<file path="config.mk">
export PLATFORM = sky130hd
export DESIGN_NAME = sram_bus_target
export DESIGN_NICKNAME = d
export VERILOG_FILES = /design/src/rtl/sram_bus_target.sv
export SDC_FILE = /design/constraint.sdc
export NUM_CORES = 1
export LEC_CHECK = 0
export CAP_MARGIN = 20
export CORE_AREA = 2 2 109 111
export CTS_BUF_LIST = sky130_fd_sc_hd__clkbuf_16
export DETAILED_ROUTE_END_ITERATION = 7
export DIE_AREA = 0 0 111 113
export PLACE_DENSITY_LB_ADDON = 0.15
export SLEW_MARGIN = 10
export SYNTH_ARGS = -nofsm -noshare
export SYNTH_HDL_FRONTEND = slang
export SYNTH_SLANG_ARGS = --single-unit
export TNS_END_PERCENT = 50
</file>
<file path="constraint.sdc">
create_clock -name clock -period 6.1 [get_ports clock]
set_input_delay 1.83 -clock clock [delete_from_list [all_inputs] [get_ports clock]]
set_output_delay 1.83 -clock clock [all_outputs]
set_load 0.02 [all_outputs]
</file>
<file path="src/rtl/sram_bus_target.sv">
// Target side of the multiplexed cartridge SRAM bus: demuxes the two-phase ALE address,
// prefetches on the low-byte edge and performs at most one write per access.
module sram_bus_target #(
    parameter int ADDR_W     = 20,
    parameter bit ERR_STICKY = 1'b1
) (
    input  logic              clock,
    input  logic              reset,
    input  logic              bus_cen,
    input  logic              bus_rdn,
    input  logic              bus_wdn,
    input  logic              bus_oen,
    input  logic [1:0]        bus_ale,
    input  logic [3:0]        bus_adrh,
    input  logic [7:0]        bus_wd,
    output logic [7:0]        bus_rd,
    output logic              bus_rd_oe,
    output logic              mem_en,
    output logic              mem_we,
    output logic [ADDR_W-1:0] mem_addr,
    output logic [7:0]        mem_wd,
    input  logic [7:0]        mem_rd,
    output logic              protocol_err
);

    typedef enum logic [1:0] {IDLE, HI, PREF, DATA} state_t;

    state_t              state_q, state_d;
    logic [7:0]          hi_q, hi_d;
    logic [ADDR_W-1:0]   addr_q, addr_d;
    logic                mem_en_q, mem_en_d;
    logic                mem_we_q, mem_we_d;
    logic [ADDR_W-1:0]   mem_addr_q, mem_addr_d;
    logic [7:0]          mem_wd_q, mem_wd_d;
    logic [7:0]          rd_hold_q, rd_hold_d;
    logic                cap_q, cap_d;
    logic                wrote_q, wrote_d;
    logic                err_q, err_d;
    logic                viol;
    logic [19:0]         full_addr;

    assign full_addr = {bus_adrh, hi_q, bus_wd};

    always_comb begin
        state_d    = state_q;
        hi_d       = hi_q;
        addr_d     = addr_q;
        mem_en_d   = 1'b0;
        mem_we_d   = 1'b0;
        mem_addr_d = mem_addr_q;
        mem_wd_d   = mem_wd_q;
        rd_hold_d  = cap_q ? mem_rd : rd_hold_q;
        cap_d      = 1'b0;
        wrote_d    = wrote_q;
        viol       = !bus_cen && !bus_rdn && !bus_wdn;
        case (state_q)
            IDLE: begin
                if (!bus_cen && bus_ale == 2'b10) begin
                    hi_d    = bus_wd;
                    state_d = HI;
                end else if (bus_ale[0]) begin
                    viol = 1'b1;
                end
            end
            HI: begin
                if (!bus_cen && !bus_wdn) viol = 1'b1;
                if (bus_cen) begin
                    state_d = IDLE;
                    wrote_d = 1'b0;
                end else if (bus_ale == 2'b01) begin
                    addr_d     = ADDR_W'(full_addr);
                    mem_addr_d = ADDR_W'(full_addr);
                    mem_en_d   = 1'b1;
                    state_d    = PREF;
                end else if (bus_ale == 2'b10) begin
                    hi_d = bus_wd;
                end else begin
                    viol    = 1'b1;
                    state_d = IDLE;
                end
            end
            PREF: begin
                // The memory answers the prefetch one edge later; forward it for that
                // cycle (the controller samples it) and capture it at the end.
                cap_d = 1'b1;
                if (!bus_cen && !bus_wdn) viol = 1'b1;
                if (bus_cen) begin
                    state_d = IDLE;
                    wrote_d = 1'b0;
                end else begin
                    state_d = DATA;
                end
            end
            DATA: begin
                if (bus_cen) begin
                    state_d = IDLE;
                    wrote_d = 1'b0;
                end else if (bus_ale == 2'b10) begin
                    hi_d    = bus_wd;
                    wrote_d = 1'b0;
                    state_d = HI;
                end else if (!bus_wdn && !wrote_q) begin
                    mem_en_d   = 1'b1;
                    mem_we_d   = 1'b1;
                    mem_addr_d = addr_q;
                    mem_wd_d   = bus_wd;
                    rd_hold_d  = bus_wd;
                    wrote_d    = 1'b1;
                end
            end
            default: state_d = IDLE;
        endcase
        err_d = ERR_STICKY ? (err_q | viol) : viol;
    end

    always_ff @(posedge clock or posedge reset) begin
        if (reset) begin
            state_q    <= IDLE;
            hi_q       <= '0;
            addr_q     <= '0;
            mem_en_q   <= 1'b0;
            mem_we_q   <= 1'b0;
            mem_addr_q <= '0;
            mem_wd_q   <= '0;
            rd_hold_q  <= '0;
            cap_q      <= 1'b0;
            wrote_q    <= 1'b0;
            err_q      <= 1'b0;
        end else begin
            state_q    <= state_d;
            hi_q       <= hi_d;
            addr_q     <= addr_d;
            mem_en_q   <= mem_en_d;
            mem_we_q   <= mem_we_d;
            mem_addr_q <= mem_addr_d;
            mem_wd_q   <= mem_wd_d;
            rd_hold_q  <= rd_hold_d;
            cap_q      <= cap_d;
            wrote_q    <= wrote_d;
            err_q      <= err_d;
        end
    end

    assign bus_rd       = cap_q ? mem_rd : rd_hold_q;
    assign bus_rd_oe    = bus_oen & ~bus_cen;
    assign mem_en       = mem_en_q;
    assign mem_we       = mem_we_q;
    assign mem_addr     = mem_addr_q;
    assign mem_wd       = mem_wd_q;
    assign protocol_err = err_q;

endmodule
</file>
==> summary.txt <==
Status
  – Outcome: finished clean

Clock tree
  – TritonCTS buffer count: 9
  – Resize count post-CTS: 0
  – Cts hold-fix bufs: 0
  – Post-CTS Setup Inserts: 0
  – Clk sinks: 71
  – H-tree Lvls: 3
  – CTS tree: built
  – Worst-Skew Late Latency: 0.32 ns
  – Clock slew at reported path FFs: 0.05 ns
  – Clock buffer depth: 2
  – CTS Root Cell: clkbuf_16

Floorplan
  – Chip Height: 113 um
  – Die W: 111 um
  – # IOs: 68
  – Core ar.: 11300 um2
  – Initial Util: 29.7%
  – Die area: 12500 um2
  – Std cell rows: 39

Detailed routing
  – Via count: 2076
  – Post-Route WL: 7.09 mm
  – Drt wl/cell: 16.0 um
  – Drt drc: 0
  – Initial drt markers: 87
  – First-pass DRT Iterations: 4
  – DR vias/cell: 4.69
  – Final ANT Viol Nets: 0

Finish
  – Final #Nets: 328
  – Area growth from synthesis to layout: 31.5%
  – Design area: 4410 um2
  – Area occupied by registers: 1780 um2
  – Multi-input gate area: 1480 um2
  – Fillers: 1099
  – Fraction of layout cells with a size suffix above 1: 39.0%
  – N_diodes: 0
  – Most frequent cells in the layout: mux2_2 (71), dfrtp_1 (71), clkdlybuf4s50_1 (67)

Critical path
  – CP max-delay cell: clkdlybuf4s50_1
  – Critical path class: primary input to output pin
  – Required time worst endpoint: 4.27 ns
  – Crit start category: primary input
  – Largest stage delay, worst path: 0.72 ns
  – CP endpoint kind: output pin
  – Worst-path fanout max: 14
  – CP most frequent cell: clkdlybuf4s50_1
  – Arr. time, crit path: 3.38 ns
  – R2r setup slk: 3.35 ns
  – Crit path buffers/inverters: 2
  – Crit-path cells: clkdlybuf4s50_1 > nor2b_1 > clkdlybuf4s50_1
  – CP top delay family: buffers and inverters

Timing
  – Fmax: 192 MHz
  – Final Hold Violating Endpoints: 0
  – Setup tns final: 0 ns
  – Final number of setup-violating endpoints: 0
  – Pins over their slew limit: 0
  – Worst slew margin: 46.5%
  – Worst-Margin Slew: 0.802 ns
  – Final Skew: 0.00995 ns
  – Tmin final: 5.21 ns
  – Final worst-path cycle share: 85.4%
  – Unrepaired setup endpoints after global routing: false

GRT
  – Vias in the first global route: 2289
  – Initial antenna violation count: 0
  – Global route overflow: 0
  – GRT Util Overall: 11.9%
  – Largest net degree at the start of global routing: 43
  – First-pass GRT wire length: 11.7 mm

Power
  – Worst VDD drop: 0.173 mV
  – Total Power: 2110 uW
  – Leakage: 0.00187 uW
  – PD cells: 479 nW/um2

Place
  – Post-DP Area: 4150 um2
  – Input/output buffers: 67
  – GP Congestion: 0.741
  – Final HPWL DP: 4.57 mm

Yosys
  – Cells after Synth: 226
  – Yosys reg bits: 71
  – Syn Std Cell Area: 3350 um2
  – Most used flip-flop cell after synthesis: dfrtp_1
  – Asr flop ratio synth: 100%
  – Syn nets: 258
  – Mean Syn Cell Area: 14.8 um2
  – Register area share after synthesis: 53.0%
  – EDFF count, synth: 0
  – Yosys cell types: 36
  – Yosys warns: 0

Worst hold path
  – Hold WC Path Type: flip-flop to flip-flop

Flow run
  – Max_cap viols: 0
-- sequential cells by signal (all words and copies together), names as in the netlist --
signal	count
addr_q	20
mem_addr	20
hi_q	8
mem_wd	8
rd_hold_q	8
state_q	2
cap_q	1
mem_en	1
mem_we	1
protocol_err	1
wrote_q	1
-- report_power, final --
part / switching (uW) / internal [uW]
Clock: 191 / 268
Combinational: 366 / 505
Sequential: 106 / 676
-- synthesized netlist by cell type, types with 3 or more instances --
library cell | n | share of area (%)
nor2b_1 | 3 | 0.56
a21oi_1 | 4 | 0.60
inv_1 | 7 | 0.78
buf_6 | 3 | 1.0
mux2_2 | 71 | 24
mux2_4 | 20 | 9.0
nand2_1 | 4 | 0.45
ha_1 | 4 | 1.5
o21ai_0 | 3 | 0.45
nor2_1 | 3 | 0.34
dfrtp_1 | 71 | 53
nor3_1 | 4 | 0.60
buf_2 | 4 | 0.60
-- worst paths after layout --
path                                     end  startpoint  cells past startpoint
worst max-delay path               bus_rd_oe     bus_cen                      3
worst min-delay path              addr_q[13]  addr_q[13]                      1
worst max register to register   mem_addr[9]  state_q[1]                      6
worst min register to register    addr_q[13]  addr_q[13]                      1
max in group asynchronous            wrote_q       reset                      3
min in group asynchronous       mem_addr[13]       reset                      2
-- cell type report --
type	count	area share, %
flip-flops and latches	71	40.3
inverters	7	0.625
multi-input cells	138	33.6
repair buffers	69	15.6
clock inverters	6	0.682
well taps	143	4.06
clock buffers	9	5.11
-- through the flow --
| step | worst slack, ns | cells | utilization [%] | hold slack [ns] |
|---|---|---|---|---|
| 6_report | 0.889 | 443 | 39.1 | 0.498 |
| 2_1_floorplan | 1.96 | 226 | - | 0.475 |
| 4_1_cts | 0.883 | 443 | 39.1 | 0.505 |
| 5_1_grt | 0.788 | 443 | 39.1 | 0.513 |
| 3_5_place_dp | 0.894 | 428 | 36.8 | 0.491 |
| 3_3_place_gp | 0.906 | 428 | 36.8 | 0.484 |
-- routing by layer --
metal	up-vias	wire length, um	track usage, %
li1	950	-	-
met4	0	98	5.50
met2	46	3490	19.3
met5	-	0	0
met1	1071	3230	15.3
met3	9	281	2.89
-- cells by family after synthesis --
kind of cell             share of synthesized area (%)
AO/OA/AOI/OAI                                     4.52
adder cells (fa/ha/maj)                           1.49
buffers and inverters                             2.73
flip-flops                                        53.0
multiplexers                                      33.2
AND/OR/NAND/NOR                                   5.04
Note: power is estimated with default switching activity, not from simulation.
